## src/rtl/hazard_stall_ctrl.sv

```systemverilog
// Hazard detection and stall control for the RV32i ID stage: load-use, ID-resolved branch/JALR, multicycle EX hold.
// Optional stall-cycle counter is built only when HAZARD_PERF_CNT_EN is defined.
module hazard_stall_ctrl #(
  parameter int REG_ADDR_W     = 5,
  parameter int NUM_SRC        = 2,
  parameter int MULTICYCLE_LAT = 4,
  parameter int CNT_W          = 32
) (
  input  logic                          clk,
  input  logic                          reset,
  input  logic                          EX_cntl_MemRead,
  input  logic                          EX_cntl_RegWrite,
  input  logic                          MEM_cntl_MemRead,
  input  logic [6:0]                    ID_opcode,
  input  logic                          ID_valid,
  input  logic                          ID_multicycle,
  input  logic                          ID_redirect,
  input  logic [REG_ADDR_W-1:0]         EX_WriteRegNum,
  input  logic [REG_ADDR_W-1:0]         MEM_WriteRegNum,
  input  logic [NUM_SRC*REG_ADDR_W-1:0] ID_ReadRegNum,
  input  logic [NUM_SRC-1:0]            ID_ReadRegUsed,
  output logic                          PCWrite,
  output logic                          IF_IDWrite,
  output logic                          ID_EXFlush,
  output logic                          IF_IDFlush,
  output logic                          EX_hold,
  output logic                          busy,
  output logic [CNT_W-1:0]              stall_cycles
);

  localparam int CNT_BITS = $clog2(MULTICYCLE_LAT) + 1;
  localparam logic [6:0] OPC_BRANCH = 7'b1100011;
  localparam logic [6:0] OPC_JALR   = 7'b1100111;

  typedef enum logic {IDLE, BUSY} state_t;

  state_t              state;
  logic [CNT_BITS-1:0] cnt;
  logic [NUM_SRC-1:0]  matchE, matchM, ctrlMask;
  logic                isBranch, isJalr, loadUse, ctrlHaz, dataStall, startHold;

  assign isBranch = (ID_opcode == OPC_BRANCH);
  assign isJalr   = (ID_opcode == OPC_JALR);

  // JALR reads only rs1; branches compare rs1 and rs2.
  always_comb begin
    matchE   = '0;
    matchM   = '0;
    ctrlMask = '0;
    for (int i = 0; i < NUM_SRC; i++) begin
      matchE[i]   = ID_ReadRegUsed[i] &&
                    (ID_ReadRegNum[i*REG_ADDR_W +: REG_ADDR_W] == EX_WriteRegNum) &&
                    (ID_ReadRegNum[i*REG_ADDR_W +: REG_ADDR_W] != '0);
      matchM[i]   = ID_ReadRegUsed[i] &&
                    (ID_ReadRegNum[i*REG_ADDR_W +: REG_ADDR_W] == MEM_WriteRegNum) &&
                    (ID_ReadRegNum[i*REG_ADDR_W +: REG_ADDR_W] != '0);
      ctrlMask[i] = (isBranch && (i < 2)) || (isJalr && (i == 0));
    end
  end

  assign loadUse   = ID_valid && EX_cntl_MemRead && (|matchE);
  assign ctrlHaz   = ID_valid && (isBranch || isJalr) &&
                     ((EX_cntl_RegWrite && (|(matchE & ctrlMask))) ||
                      (MEM_cntl_MemRead && (|(matchM & ctrlMask))));
  assign dataStall = loadUse || ctrlHaz;
  assign startHold = (MULTICYCLE_LAT > 1) && (state == IDLE) &&
                     ID_valid && ID_multicycle && !dataStall;

  // The issuing cycle itself runs normally, so the hold lasts MULTICYCLE_LAT-1 cycles.
  always_ff @(posedge clk) begin
    if (reset) begin
      state <= IDLE;
      cnt   <= '0;
    end else if (state == IDLE) begin
      if (startHold) begin
        state <= BUSY;
        cnt   <= CNT_BITS'(MULTICYCLE_LAT - 2);
      end
    end else begin
      if (cnt == '0) state <= IDLE;
      else           cnt   <= cnt - 1'b1;
    end
  end

  always_comb begin
    PCWrite    = 1'b1;
    IF_IDWrite = 1'b1;
    ID_EXFlush = 1'b0;
    IF_IDFlush = 1'b0;
    EX_hold    = 1'b0;
    busy       = 1'b0;
    if (!reset) begin
      if (state == BUSY) begin
        PCWrite    = 1'b0;
        IF_IDWrite = 1'b0;
        EX_hold    = 1'b1;
        busy       = 1'b1;
      end else if (dataStall) begin
        PCWrite    = 1'b0;
        IF_IDWrite = 1'b0;
        ID_EXFlush = 1'b1;
      end else if (ID_redirect) begin
        IF_IDFlush = 1'b1;
      end
    end
  end

`ifdef HAZARD_PERF_CNT_EN
  logic [CNT_W-1:0] stallCnt;

  always_ff @(posedge clk) begin
    if (reset)                          stallCnt <= '0;
    else if (!PCWrite && stallCnt != '1) stallCnt <= stallCnt + 1'b1;
  end

  assign stall_cycles = stallCnt;
`else
  assign stall_cycles = '0;
`endif

endmodule

```

## config.mk

```make
export PLATFORM = sky130hd
export DESIGN_NAME = hazard_stall_ctrl
export DESIGN_NICKNAME = d
export VERILOG_FILES = /design/src/rtl/hazard_stall_ctrl.sv
export SDC_FILE = /design/constraint.sdc
export NUM_CORES = 1
export LEC_CHECK = 0
export CELL_PAD_IN_SITES_DETAIL_PLACEMENT = 1
export CELL_PAD_IN_SITES_GLOBAL_PLACEMENT = 1
export CORE_MARGIN = 2
export CORE_UTILIZATION = 21
export CTS_CLUSTER_SIZE = 24
export DETAILED_ROUTE_END_ITERATION = 8
export PLACE_DENSITY_LB_ADDON = 0.1
export RECOVER_POWER = 25
export SYNTH_ARGS = -nofsm -noshare
export SYNTH_HDL_FRONTEND = slang
export SYNTH_SLANG_ARGS = --single-unit
```

## constraint.sdc

```tcl
create_clock -name clk -period 2.66 [get_ports clk]
set_input_delay 0.532 -clock clk [delete_from_list [all_inputs] [get_ports clk]]
set_output_delay 0.532 -clock clk [all_outputs]
set_load 0.005 [all_outputs]
```

Yosys cells after proc, flatten, opt, wreduce, memory -nomap -nowiden
Index checks and enable logic that the tools add are counted.
{ "word_totals": {"word_cells": 60, "output_inout_bits": 38, "ff_bits": 4} }
{ "classes": {"add_sub_neg": 1, "reduce_logical": 29, "eq_ne": 7, "bitwise": 3, "mux": 18} }
{ "ops": {"columns": ["operator", "n"], "rows": [
  ["5-bit equality test", 4],
  ["1-bit logical AND", 17],
  ["1-bit two-way mux", 15],
  ["7-bit equality test (second input constant)", 2],
  ["5-bit nonzero test", 2],
  ["3-bit two-way mux", 3],
  ["2-bit OR reduction", 3],
  ["2-bit bitwise AND", 2],
  ["3-bit logical NOT", 1],
  ["1-bit logical OR", 3],
  ["3-bit by 1-bit subtractor with 3-bit output (second input constant)", 1],
  ["2-bit != test (second input constant)", 1],
  ["2-bit AND reduction", 1],
  ["2-bit nonzero test", 1],
  ["1-bit logical NOT", 1],
  ["1-bit NOT", 1]
]} }

Logic depth before layout (Yosys ltp)
Gate-level depths: netlist (run 1).
{ "depth": {"depth_word": 13, "depth_mapped": 7, "ltp_nobuf": 6} }

Worst setup path after synthesis (run 1)
OpenSTA, ideal clock, no wires.
{ "synth_timing": {"path_kind": "input to output", "start": "input port ID_ReadRegNum[6]", "end": "output port PCWrite", "path_slack_ps": 118, "stages": 7, "required_time_ps": 2128, "arrival_ps": 2010, "n_path_buf": 1, "cell_sequence": "or4_4 o21ai_2 nor3_2 o21a_4 o31ai_4 a21o_1 buf_4"} }
{ "synth_between": {"elab_chain_cells": 12} }
{ "synth_rtl": {"columns": ["item", "line_no", "rtl"], "rows": [
  ["start: declaration", "20", "input logic [NUM_SRC*REG_ADDR_W-1:0] ID_ReadRegNum,"],
  ["5-bit equality test, on equally long branches", "52, 55", null],
  ["1-bit logical AND, on equally long branches", "51, 54", null],
  ["1-bit logical AND, on equally long branches", "52, 55", null],
  ["2-bit bitwise AND, on equally long branches", "63, 64", null],
  ["2-bit OR reduction, on equally long branches", "63, 64", null],
  ["1-bit logical AND, on equally long branches", "63, 64", null],
  ["1-bit logical OR", "63", "((EX_cntl_RegWrite && (|(matchE & ctrlMask))) ||"],
  ["1-bit logical AND", "62", "assign ctrlHaz = ID_valid && (isBranch || isJalr) &&"],
  ["1-bit logical OR (*)", "65", "assign dataStall = loadUse || ctrlHaz;"],
  ["1-bit two-way mux (*) (3 in a row)", null, null],
  ["end: declaration", "22", "output logic PCWrite,"]
]} }
Mark *: on every way between the ends. The rest lies on a longest branch, timed or not.

Final worst setup path (run 1)
{ "layout_timing": {"start": "input port ID_ReadRegNum[9]", "end": "output port IF_IDWrite"} }
{ "layout_between": {"elab_chain_cells": 12} }
{ "layout_rtl": {"columns": ["item", "line_no", "rtl"], "rows": [
  ["5-bit equality test, on equally long branches", "52, 55", null],
  ["1-bit logical AND, on equally long branches", "51, 54", null],
  ["1-bit logical AND, on equally long branches", "52, 55", null],
  ["2-bit bitwise AND, on equally long branches", "63, 64", null],
  ["2-bit OR reduction, on equally long branches", "63, 64", null],
  ["1-bit logical AND, on equally long branches", "63, 64", null],
  ["1-bit logical OR", "63", null],
  ["1-bit logical AND", "62", null],
  ["1-bit logical OR (*)", "65", null],
  ["1-bit two-way mux (*)", "98", "end else if (dataStall) begin"],
  ["1-bit two-way mux (*)", "93", "if (state == BUSY) begin"],
  ["1-bit two-way mux (*)", "92", "if (!reset) begin"],
  ["end: declaration", "23", "output logic IF_IDWrite,"]
]} }
Marks and branches as above.

==> results of run 1 <==
critical path, delay by kind of cell:
family	cells	cell delay, ns
buf+inv	3	0.27
simple gates	2	0.61
compound gates	4	0.79
what timing repair did:
| item | in CTS | in global routing |
|---|---|---|
| buffers inserted | 2 | 2 |
| hold buffers | 0 | 0 |
| endpoints found under the setup margin | 4 | 4 |
| gates resized for setup | 68 | 2 |
| pin swaps | 22 | 5 |
power groups by stage:
stage               Clock [mW]  Combinational [mW]  Sequential (mW)
detailed placement           0               0.162           0.0664
finish                   0.132               0.157           0.0656
floorplan                    0              0.0948           0.0659
CTS                      0.133               0.158           0.0656
global placement             0               0.160           0.0661
global route             0.138               0.175           0.0660
how the worst max path moves through the flow:
| stage | from | cells past startpoint | slack, ns | to |
|---|---|---|---|---|
| after floorplan | ID_ReadRegNum[6] | 7 | 0.12 | PCWrite |
| after global placement | ID_ReadRegNum[6] | 8 | -0.78 | PCWrite |
| after detailed placement | ID_ReadRegNum[6] | 8 | -0.81 | IF_IDWrite |
| after CTS | ID_ReadRegNum[6] | 10 | -0.08 | IF_IDWrite |
| after global routing | ID_ReadRegNum[9] | 9 | -0.14 | IF_IDWrite |
| final | ID_ReadRegNum[9] | 9 | -0.06 | IF_IDWrite |
sequential cells by signal, indices dropped and copies added (netlist names):
register  cells
cnt           3
state         1
layer usage:
metal | vias to the layer above | share of wire [%]
met5 | - | 0
met3 | 6 | 4.8
li1 | 438 | -
met2 | 38 | 53
met1 | 407 | 41
met4 | 0 | 1.3
final cells by class:
cell class,count,share of cell area (%)
Tap cell,50,4.44
Timing Repair Buffer,65,38.2
Multi-Input combinational cell,95,46.9
Sequential cell,4,5.68
Inverter,7,1.86
Clock buffer,3,2.93
metrics by stage:
step,TNS (ns),utilization (%),cells,cell area (sq um)
2_1_floorplan,0,-,140,980
3_5_place_dp,-3.11,34.0,217,1350
6_report,-0.0811,35.5,224,1410
5_1_grt,-0.361,35.5,224,1410
3_3_place_gp,-2.98,34.0,217,1350
4_1_cts,-0.116,35.2,222,1400
kinds of logic after synthesis:
family	after synthesis
xor gates and xnor gates	19
DFF	4
AOI/OAI and AO/OA	13
adders and majority gates	2
and+or+nand+nor	29
buffers and inverters	41
other	1
cells in the final DEF, fill, tap and decap left out, drive strengths merged, types with 2 or more instances in the layout:
cell type / count
nor2: 8
dlygate4sd2: 14
or4: 2
clkdlybuf4s50: 15
o21a: 3
ha: 2
buf: 33
xnor2: 13
nor3: 7
conb: 32
xor2: 6
inv: 7
dfxtp: 4
nand4: 2
nand3: 3
nor4: 2
clkbuf: 4
and3: 2
==> results by stage, run 1 <==
Critical path:
- On the worst path, the slowest cell contributes a delay of 0.54 ns.
- The worst setup path category is input port to output port.
- The critical register-to-register path endpoint is cnt[2]$_SDFFE_PP0P_.
- Across all register-to-register paths, the minimum setup slack is 0.94 ns.
- The type of element capturing the critical path is an output port.
- STA classifies the critical path startpoint as an input port.
- The master of the slowest instance on the critical path is sky130_fd_sc_hd__or4_4.
- In this design, the critical path's most frequently occurring cell is sky130_fd_sc_hd__buf_6.
- The worst register-to-register path begins at cnt[0]$_SDFFE_PP0P_.
- The worst endpoint required time is 2.13 ns.
- The depth of the worst register-to-register path is 6.
- The signal on the critical path passes through buf_6 > or4_4 > o21ai_4 > nor3_2 > o21a_4 > o31ai_4 > a21o_1 > buf_6 > buf_6.
- In this run the worst path has a maximum fanout of 3.
- The critical path data arrival time is 2.19 ns.

Die:
- In this run the vertical extent of the chip is 68.1 um.
- The number of primary I/O pins is 75.
- The floorplan has 23 rows.
- The floorplan step defined a die boundary enclosing 4640 sq um.
- The placeable core region is 3970 sq um.
- The initial utilization of the core area, before any placement, comes to between 20% and 30%.
- The die width is 68.1 um.

Timing:
- Based on the critical path, the design can be clocked at up to ~370 MHz.
- The count of final max-slew check failures is 0.
- The final worst slack is -0.0620 ns.
- Across all hold checks on the routed design, the worst slack comes to 0.480 ns.
- The final count of negative-setup-slack endpoints is 3.
- After layout, the minimum clock period comes to 2.72 ns.
- The final critical path takes up 102% of the cycle.
- Setup repair after global routing could not meet its margin everywhere.
- Between clock sinks in the finished design, the worst skew comes to slightly above 0.004 ns.
- The count of final hold-check violations is 0.

Power and ir drop:
- The combinational fraction of design power is 44.3%.
- In this run the power spent charging and discharging nets is 0.108 mW.
- Net switching is 30.4% of the power.
- The share of total power in the clock network is 37.2%.
- The sequential cell fraction of total power is 18.5%.
- VDD sags by at most between 60 and 70 uV.
- Internal power comes to ~0.25 mW.
- The power per cell area is approximately 250 nW/um^2.
- After layout, the design draws a total of 0.355 mW.
- Summed over all cells, the static leakage comes to ~0.65 nW.

Global route:
- The busiest metal layer after global routing is met2.
- The first global-routing pass estimated 4330 um of wire.
- The global-route usage over all layers is 12.5%.
- The met2 track demand over resource in global routing is between 20% and 30%.
- The leftover overflow at the end of global routing is 0.
- The number of antenna violations at the first check in global routing is 0.
- For met3 alone, demand over resource in global routing was less than 1%.
- Entering global routing, the biggest net connects 9 pins.
- The via count of the first global-routing pass is between 800 and 900.
- For met1 alone, demand over resource in global routing was 15.5%.

Detailed routing:
- The starting DRC count in detailed routing is 13.
- The post-detailed-routing wire length is 2840 um.
- The number of vias after detailed routing is just under 900.
- The average via count per standard cell is ~4.
- The detail route stage leaves a number of antenna-violating nets equal to 0.
- In the routed design, unresolved DRC markers number 0.
- The first detailed-routing pass ran for 4 iterations.
- After detailed routing, the average wire length per cell comes to around 13 um.

Yosys:
- In the synthesized netlist the async set-or-reset flop fraction comes to 0%.
- The share of the synthesized netlist area taken by xor and xnor gates is 19.3%.
- The most numerous cell in the Yosys netlist is sky130_fd_sc_hd__buf_4.
- The compound-gate portion of the synthesized area is 15.1%.
- The combinational family with the most area after synthesis is buffers and inverters.
- The post-synthesis sequential area ratio is a little under a tenth.
- Of the post-synthesis cell area, the dominant cell type holds 29.6%.
- Each instance of the synthesized netlist takes up on average 7.92 sq um.
- The post-synthesis instance area is 863 sq um.
- The basic-gate share of the synthesized area counting and, or, nand and nor cells is 20.4%.
- Synthesis inferred 4 register bits.
- The count of yosys warnings during synthesis is 0.
- The library cell with the largest summed area after synthesis is sky130_fd_sc_hd__buf_4.
- The adder and majority gate portion of the synthesized area is 2.90%.
- Counting flops with a built-in enable in the synthesized netlist gives 0.
- After synthesis, the cell types taking the most area are sky130_fd_sc_hd__buf_4, sky130_fd_sc_hd__xnor2_1, sky130_fd_sc_hd__dfxtp_1.
- The dominant register cell in the synthesized netlist is sky130_fd_sc_hd__dfxtp_1.
- The cell count after synthesis came out at 109.
- By count the netlist is led by sky130_fd_sc_hd__buf_4, sky130_fd_sc_hd__xnor2_1, sky130_fd_sc_hd__nor2_1.
- The portion of netlist area occupied by mux cells is 0%.
- The distinct cell type count after synthesis is 33.

Clocking:
- Clock tree synthesis selected as its root buffer the cell sky130_fd_sc_hd__clkbuf_8.
- The sink count of the clock tree is 4.
- TritonCTS built the clock tree.
- The level count of the clock H-tree is 1.
- The clock transition at the register clock pins on the worst setup and hold paths after CTS is roughly 0.03 ns.
- At the later pin of the worst-skew pair, clock insertion delay measures 0.22 ns.
- The clock passes through at most 2 buffers.
- The total clock buffers created by CTS is 3.

Placed design:
- Detailed placement ended at an HPWL of roughly 2400 um.
- In this run the tool buffered the top-level ports with 42 buffer cells.
- The worst setup timing slack at the placement stage is -0.808 ns.
- At the end of routability-driven placement, the weighted congestion stood at 0.741.

Run status:
- The flow ran to the end, but the final reports show violations.
- The final reports fail on setup timing.

Layout:
- The number of fill cells is 492.
- The area occupied by registers is 80.1 sq um.
- The number of nets in the final layout is 215.
- The number of antenna diodes in the final layout is 0.
- Summing all multi-input logic gate instances after layout gives 661 sq um.
- The area growth from synthesis to layout is 63.3%.
- In the final layout, the share of cells above drive strength 1 is 29.3%.

Run:
- The tool flagged a number of max-cap violations equal to 0.

Worst hold path:
- The cell depth of the worst hold path is 1.
- The path class of the tightest hold or removal check is register to register.
- The hold path startpoint is cnt[1]$_SDFFE_PP0P_.
- The endpoint of the worst hold path is cnt[1]$_SDFFE_PP0P_.
Note: power is estimated with default switching activity, not from simulation.
==> run 2: changes to the inputs <==
CELL_PAD_IN_SITES_DETAIL_PLACEMENT = default   (was 1)
CELL_PAD_IN_SITES_GLOBAL_PLACEMENT = default   (was 1)
CORE_UTILIZATION = 34   (was 21)
PLACE_DENSITY = 0.86   (was default)
PLACE_DENSITY_LB_ADDON = default   (was 0.1)
clock period = 3.45 ns   (was 2.66 ns; I/O delays follow)
==> run 2 against run 1 <==
  * The run now ends clean
  * Final area decreased by 6.7%
  * Count of clock-buffer cells in the layout did not move
  * Clock skew is 0.00095 ns lower
  * Total power is 35% lower
  * Global-route usage rose by 5.1 points
  * Critical path depth decreased by 1
  * Clock power is 54% lower
  * Non-clock buffer count decreased by 5
  * First-iteration DRC count stayed put
  * Register-to-register slack better by 0.87 ns
  * Cell count down 11%
  * Highest routed layer unchanged
==> results by stage, run 2 (synthesis gave the netlist of run 1 again) <==
Placed design:
- The number of cells in the design after placement is about 200.
- The global placement routability congestion is 0.857.
- The cell area reported after detailed placement is 1310 sq um.
- The number of I/O port buffers is 42.
- The half-perimeter wire length after detailed placement is 2070 um.
- At the placement stage, the worst setup path has a slack of -0.287 ns.

Timing:
- The worst-case clock skew is 0.00312 ns.
- Based on the critical path, the design can be clocked at up to 300 MHz.
- At the pin with the least slew margin, the transition time is 0.556 ns.
- The final count of negative-setup-slack endpoints is 0.
- In this run the tightest slew margin relative to its limit is 62.6%.
- Setup repair after global routing left no endpoint under its margin.
- For the finished layout, the period the worst path requires is 3.33 ns.
- The final worst slack is approximately 0.12 ns.
- The count of final max-slew check failures was 0.
- Dividing the final minimum period by the clock period gives 96.5%.
- The final-layout setup total negative slack is 0 ns.
- The count of final hold-check violations is 0.

Worst hold path:
- The type of the most critical hold path is register to register.

Detailed routing:
- The final route contains 885 vias.
- After detailed routing, the number of remaining DRC violations is 0.
- The detailed router put a total of roughly 800 um of wire on met1.
- Summed over all layers, the routed wires come to roughly 2300 um.
- Summed over all nets, wire length on met2 after detailed routing comes to 1300 um.
- Once detail routing completed, the nets flagged for antenna violations numbered 0.
- In the final routed layout, each cell accounts on average for 11.4 um.
- After the first detailed-routing iteration, the DRC count stood at 13.
- The iteration count of the initial detailed-routing pass is 4.
- Using the TritonRoute via totals, the vias-per-cell ratio works out to 4.45.
- The uppermost signal routing layer after detailed routing is met4.
- Wire segments on met3 add up to 161 um in the final route.

Global route:
- The wire length of the first global-routing pass is 3770 um.
- The via count of the first global-routing pass is 901.
- The number of antenna violations at the first check in global routing is 0.
- The global-route usage over all layers is 17.7%.
- Entering global routing, the biggest net connects 9 pins.
- The leftover overflow at the end of global routing is 0.

Critical path:
- The launching instance or port of the critical path is ID_ReadRegNum[6].
- The critical path data arrival time is 2.64 ns.
- The critical path ends at ID_EXFlush.
- The type of element capturing the critical path is an output port.
- On the worst path, the slowest cell contributes a delay of around 0.55 ns.
- Data on the critical path is required at its endpoint by about 2.8 ns.
- The depth of the worst register-to-register path is 6.
- The type of origin of the critical path is an input port.
- Of all nets on the critical path, the largest fanout is 3.
- The largest individual stage delay along the critical path comes from the cell sky130_fd_sc_hd__or4_4.
- In this run the critical register-to-register path is launched from cnt[0]$_SDFFE_PP0P_.
- Traced cell by cell, the critical path runs through clkdlybuf4s50_1 > or4_4 > o21ai_4 > nor3_2 > o21a_4 > o31ai_4 > nor3_1 > dlygate4sd2_1.
- The worst setup path is of the input port to output port kind.
- The worst register-to-register path ends at cnt[2]$_SDFFE_PP0P_.
- The setup check on the worst reg-to-reg path leaves a slack of 1.81 ns.

Clocking:
- The cell at the root of the clock tree is sky130_fd_sc_hd__clkbuf_4.
- The CTS tree is built.
- In this run, CTS created clock tree buffers numbering 3.
- In this run the number of H-tree levels came out at 1.
- Clock-pin slew was measured on the worst setup and hold paths at about 0.04 ns.
- At the later pin of the worst-skew pair, clock insertion delay measures 0.24 ns.
- The number of hold buffers added after CTS is 0.
- The clock net in this run drives a total of 4 sinks.
- Counting along the longest clock path gives a buffer depth of 2.

Power and ir drop:
- Across the VDD grid, the largest voltage drop is 151 uV.
- Power spread over the standard cell area amounts to between 150 and 200 nW/um^2.
- The leakage power of the design is 0.577 nW.

Layout:
- Leaving out fill and tap cells, the most frequent cell in the layout is sky130_fd_sc_hd__clkdlybuf4s50_1.
- The layout has 228 filler cells.
- More flip-flops sit in one register than any other, and that register is cnt.
- Summing all non-filler instances in the final layout gives an area of 1320 sq um.
- The largest registers in the layout are cnt x3, state x1.
- The utilization after layout is a little over half.
- The flip-flop count of the largest register after layout is 3.
- The top cell types in the final layout, fill and taps aside, are sky130_fd_sc_hd__clkdlybuf4s50_1, sky130_fd_sc_hd__conb_1, sky130_fd_sc_hd__buf_4, sky130_fd_sc_hd__xnor2_1, sky130_fd_sc_hd__nor2_1.
- The number of antenna repair diodes is 0.
- The fraction of final layout cells with drive strength greater than 1 is 17.8%.
- The area added between synthesis and finish is 52.5%.
- Leaving out filler cells and counting taps, the final layout contains slightly below 200.
- The number of nets in the final layout is 210.

Die:
- In this run the core area contains 18 standard-cell rows.
- For this configuration, the core starts out at a cell density of 35.5%.
- The number of primary I/O pins is 75.
- The floorplan step set the die width to 54.4 um.
- The die is about 54 um tall.
- The placeable core region is between 2000 and 2500 sq um.
- The floorplan step defined a die boundary enclosing approximately 3000 sq um.

Run:
- Across the run, the number of max-cap violations was 0.

Run status:
- The run finished with clean final reports.
==> run 2: metal layers <==
metal / vias up / GRT usage (%)
met3: 4 / 5.74
met4: 0 / 7.08
li1: 429 / -
met5: - / 0
met2: 43 / 34.5
met1: 409 / 16.6
==> run 2: how the worst min path moves through the flow <==
stage	start	to	slack, ns	depth (start not counted)
global route	cnt[1]$_SDFFE_PP0P_	cnt[1]$_SDFFE_PP0P_	0.49	1
global placement	cnt[1]$_SDFFE_PP0P_	cnt[1]$_SDFFE_PP0P_	0.46	1
detailed placement	cnt[1]$_SDFFE_PP0P_	cnt[1]$_SDFFE_PP0P_	0.47	1
finish	cnt[1]$_SDFFE_PP0P_	cnt[1]$_SDFFE_PP0P_	0.48	1
CTS	cnt[1]$_SDFFE_PP0P_	cnt[1]$_SDFFE_PP0P_	0.48	1
floorplan	cnt[1]$_SDFFE_PP0P_	cnt[1]$_SDFFE_PP0P_	0.45	1
==> run 2: worst max-delay path, delay by kind of cell <==
kind	cells	cell delay, ns
buf+inv	2	0.69
simple gates	3	0.68
compound gates	3	0.58
==> run 2: per-stage QoR <==
stage | power (mW) | hold slack, ns
global placement | 0.169 | 0.463
CTS | 0.236 | 0.480
floorplan | 0.124 | 0.453
global route | 0.252 | 0.494
detailed placement | 0.173 | 0.471
finish | 0.232 | 0.479
==> run 2: layout make-up <==
cell class,instances,area (sq um),area share (%)
Multi-Input combinational cell,95,611,46.4
Timing Repair Buffer,60,539,41.0
Clock buffer,3,22.5,1.71
Tap cell,30,37.5,2.85
Inverter,7,26.3,2.00
Sequential cell,4,80.1,6.08
==> run 2: report_power, final <==
part / switching (mW) / total (mW) / internal (mW)
clock network: 0.0215 / 0.0605 / 0.0391
registers: 0.00143 / 0.0504 / 0.0489
logic: 0.0496 / 0.121 / 0.0719
==> run 2: timing repair <==
item,4_1_cts,5_1_grt
buffers inserted,1,0
pin swaps,5,2
setup endpoints to repair,4,4
gates resized for setup,5,6
hold endpoints to repair,0,0
==> patch (settings of run 1) <==
The option `HAZARD_PERF_CNT_EN` is turned on by a define.
--- a/src/rtl/hazard_stall_ctrl.sv
+++ b/src/rtl/hazard_stall_ctrl.sv
@@ -1,5 +1,7 @@
 // Hazard detection and stall control for the RV32i ID stage: load-use, ID-resolved branch/JALR, multicycle EX hold.
 // Optional stall-cycle counter is built only when HAZARD_PERF_CNT_EN is defined.
+`define HAZARD_PERF_CNT_EN
+
 module hazard_stall_ctrl #(
   parameter int REG_ADDR_W     = 5,
   parameter int NUM_SRC        = 2,
Check against the original RTL: not equivalent (Yosys sat finds a counterexample within 4 cycles, from zero or initial values and one cycle with reset high).
==> patch against run 1 <==
The flow still finishes with violations (negative setup slack). Via count increased to 2.8 times the old value. Maximum frequency decreased by 3.6%. Sequential cell count increased by 32. Worst setup slack got worse by 0.10 ns. Sequential share of layout area increased by 14 points. Final cell count increased by 130%. Wire length increased to 2.9 times the old value. Area after synthesis increased to 2.5 times the old value. Cell area increased to 2.6 times the old value. Power increased to 3.3 times the old value. Count of clock-buffer cells in the layout increased by 3.
==> patch: results (changes against run 1) <==
The post-synthesis area per instance is 7.879 sq um (-0.52%). The number of port buffers came out at 74 (+76%). The final-report setup violation count came out at 5 (+2).

The worst slack at placement is -0.9102 ns (-0.1027 ns). The number of DRC markers in iteration 0 came to 59 (+46). The final wirelength is 8310 microns (+190%). The total routing resource utilization after global routing came out at 15.35% (+2.8 points). The number of nets in the final layout is 423 (+97%). The final setup slack of the worst path came out at -0.1627 ns (-0.1007 ns). The met1 routed wirelength after detailed routing came out at 4026 microns (+240%). The number of antenna violations at the first check in global routing came out at 1 (+1). The static leakage came out at 1.335 nW (+110%). The final HPWL from detailed placement came out at 5847 microns (+140%). The clock input transition at the sequential cells of the worst setup and hold paths came out at 0.07 ns (+0.04 ns). The via density per instance came out at 4.856 (+22%). The data arrival time at the worst-slack endpoint came out at 2.29 ns (+0.10 ns). The instance area at placement is 0.003229 sq mm (+140%). Sorting the synthesized cells by how often they occur yields 36 x sky130_fd_sc_hd__dfxtp_1, 27 x sky130_fd_sc_hd__a21oi_1, 23 x sky130_fd_sc_hd__o21ai_0, 23 x sky130_fd_sc_hd__or3_1. The clock insertion delay at the later pin of the skew report came out at 0.29 ns (+0.07 ns). The weighted congestion at the end of routability-driven global placement is 0.7268 (-1.9%). The depth of the most critical reg-to-reg path is 7 (+1).

The worst clock skew is 0.01161 ns (+0.007538 ns). The run finished, with violations left. After synthesis, the cell types taking the most area are sky130_fd_sc_hd__dfxtp_1 33%, sky130_fd_sc_hd__or3_1 6.5%, sky130_fd_sc_hd__a21oi_1 6.1%, sky130_fd_sc_hd__xnor2_1 5.6%, sky130_fd_sc_hd__o21ai_0 5.2%.

The wire length of the first global-routing pass came out at 13,760 microns (+220%). The dominant combinational cell family by area after synthesis is simple AND/OR/NAND/NOR gates. The number of buffers created by CTS came to 5 (+2). The maximum fanout along the worst path is 2 (-1). The cell family with the largest share of critical-path delay is simple AND/OR/NAND/NOR gates. The maximum level of the CTS H-tree came out at 2 (+1). The root buffer cell chosen for the clock tree is sky130_fd_sc_hd__clkbuf_8. The sequential share of the synthesized area is 32.78% (+24 points). The routed length on met3 came out at 420 microns (+210%). The fraction of the mapped netlist area in compound gates came out at 16.85% (+1.8 points). The amount of wire on met2 after detailed routing is 3792 microns (+150%). The maximum number of pins on one net before global-route repair came out at 29 (+20). The final reports fail on negative setup slack.

The xor/xnor cell area share of the yosys netlist came out at 7.968% (-11 points). The number of different library cells in the post-synthesis netlist came out at 40 (+21%). The worst supply voltage drop on vdd came out at 0.0001579 V (+130%). The flip-flop count of the largest register after layout was 32 (+29). The instance count after placement with tap cells included came out at 498 (+130%). The starting utilization of the core area came out at 21.49% (-0.25 points).
patch: final timing paths:
check / startpoint / end / slack, ns
worst max-delay path: ID_ReadRegNum[2] / IF_IDFlush / -0.16
worst min-delay path: cnt[1]$_SDFFE_PP0P_ / cnt[1]$_SDFFE_PP0P_ / 0.47
worst max register to register: stall_cycles[19]$_SDFFE_PP0P_ / stall_cycles[13]$_SDFFE_PP0P_ / 0.24
worst min register to register: cnt[1]$_SDFFE_PP0P_ / cnt[1]$_SDFFE_PP0P_ / 0.47
patch: routing by layer:
| layer | GRT usage (%) | vias up |
|---|---|---|
| met5 | 0 | - |
| met1 | 21.19 | 1223 |
| met4 | 3.102 | 0 |
| li1 | - | 1240 |
| met2 | 24.31 | 56 |
| met3 | 3.740 | 6 |
patch: cell type report:
class                           instances  area (sq um)  area share [%]
Timing Repair Buffer                  114          1085           29.99
Inverter                                5         18.77          0.5189
Clock buffer                            6         72.57           2.006
Sequential cell                        36         720.7           19.92
Clock inverter                          1         5.005          0.1384
Tap cell                              136         170.2           4.704
Multi-Input combinational cell        221          1543           42.65
Antenna cell                            1         2.502         0.06918
patch: where the power goes:
group	leakage, nW	internal [W]	switching [W]
clock	0.0410	0.000179	0.000207
sequential	0.290	0.000543	0.00000348
combinational	1.00	0.000130	0.000103
total	1.34	0.000852	0.000313
patch: timing repair:
item                                    CTS  global route
gates resized for setup                 116             8
hold buffers                              0             0
pin swaps                                27             1
gates cloned                              3             0
endpoints found under the setup margin   40            37
buffers inserted                         12             0
patch: tightest hold or removal path, delay by kind of cell (launching register included):
| kind | cells | cell delay, ns |
|---|---|---|
| AO/OA/AOI/OAI | 1 | 0.07 |
| buffers and inverters | 1 | 0.06 |
| flip-flops | 1 | 0.30 |
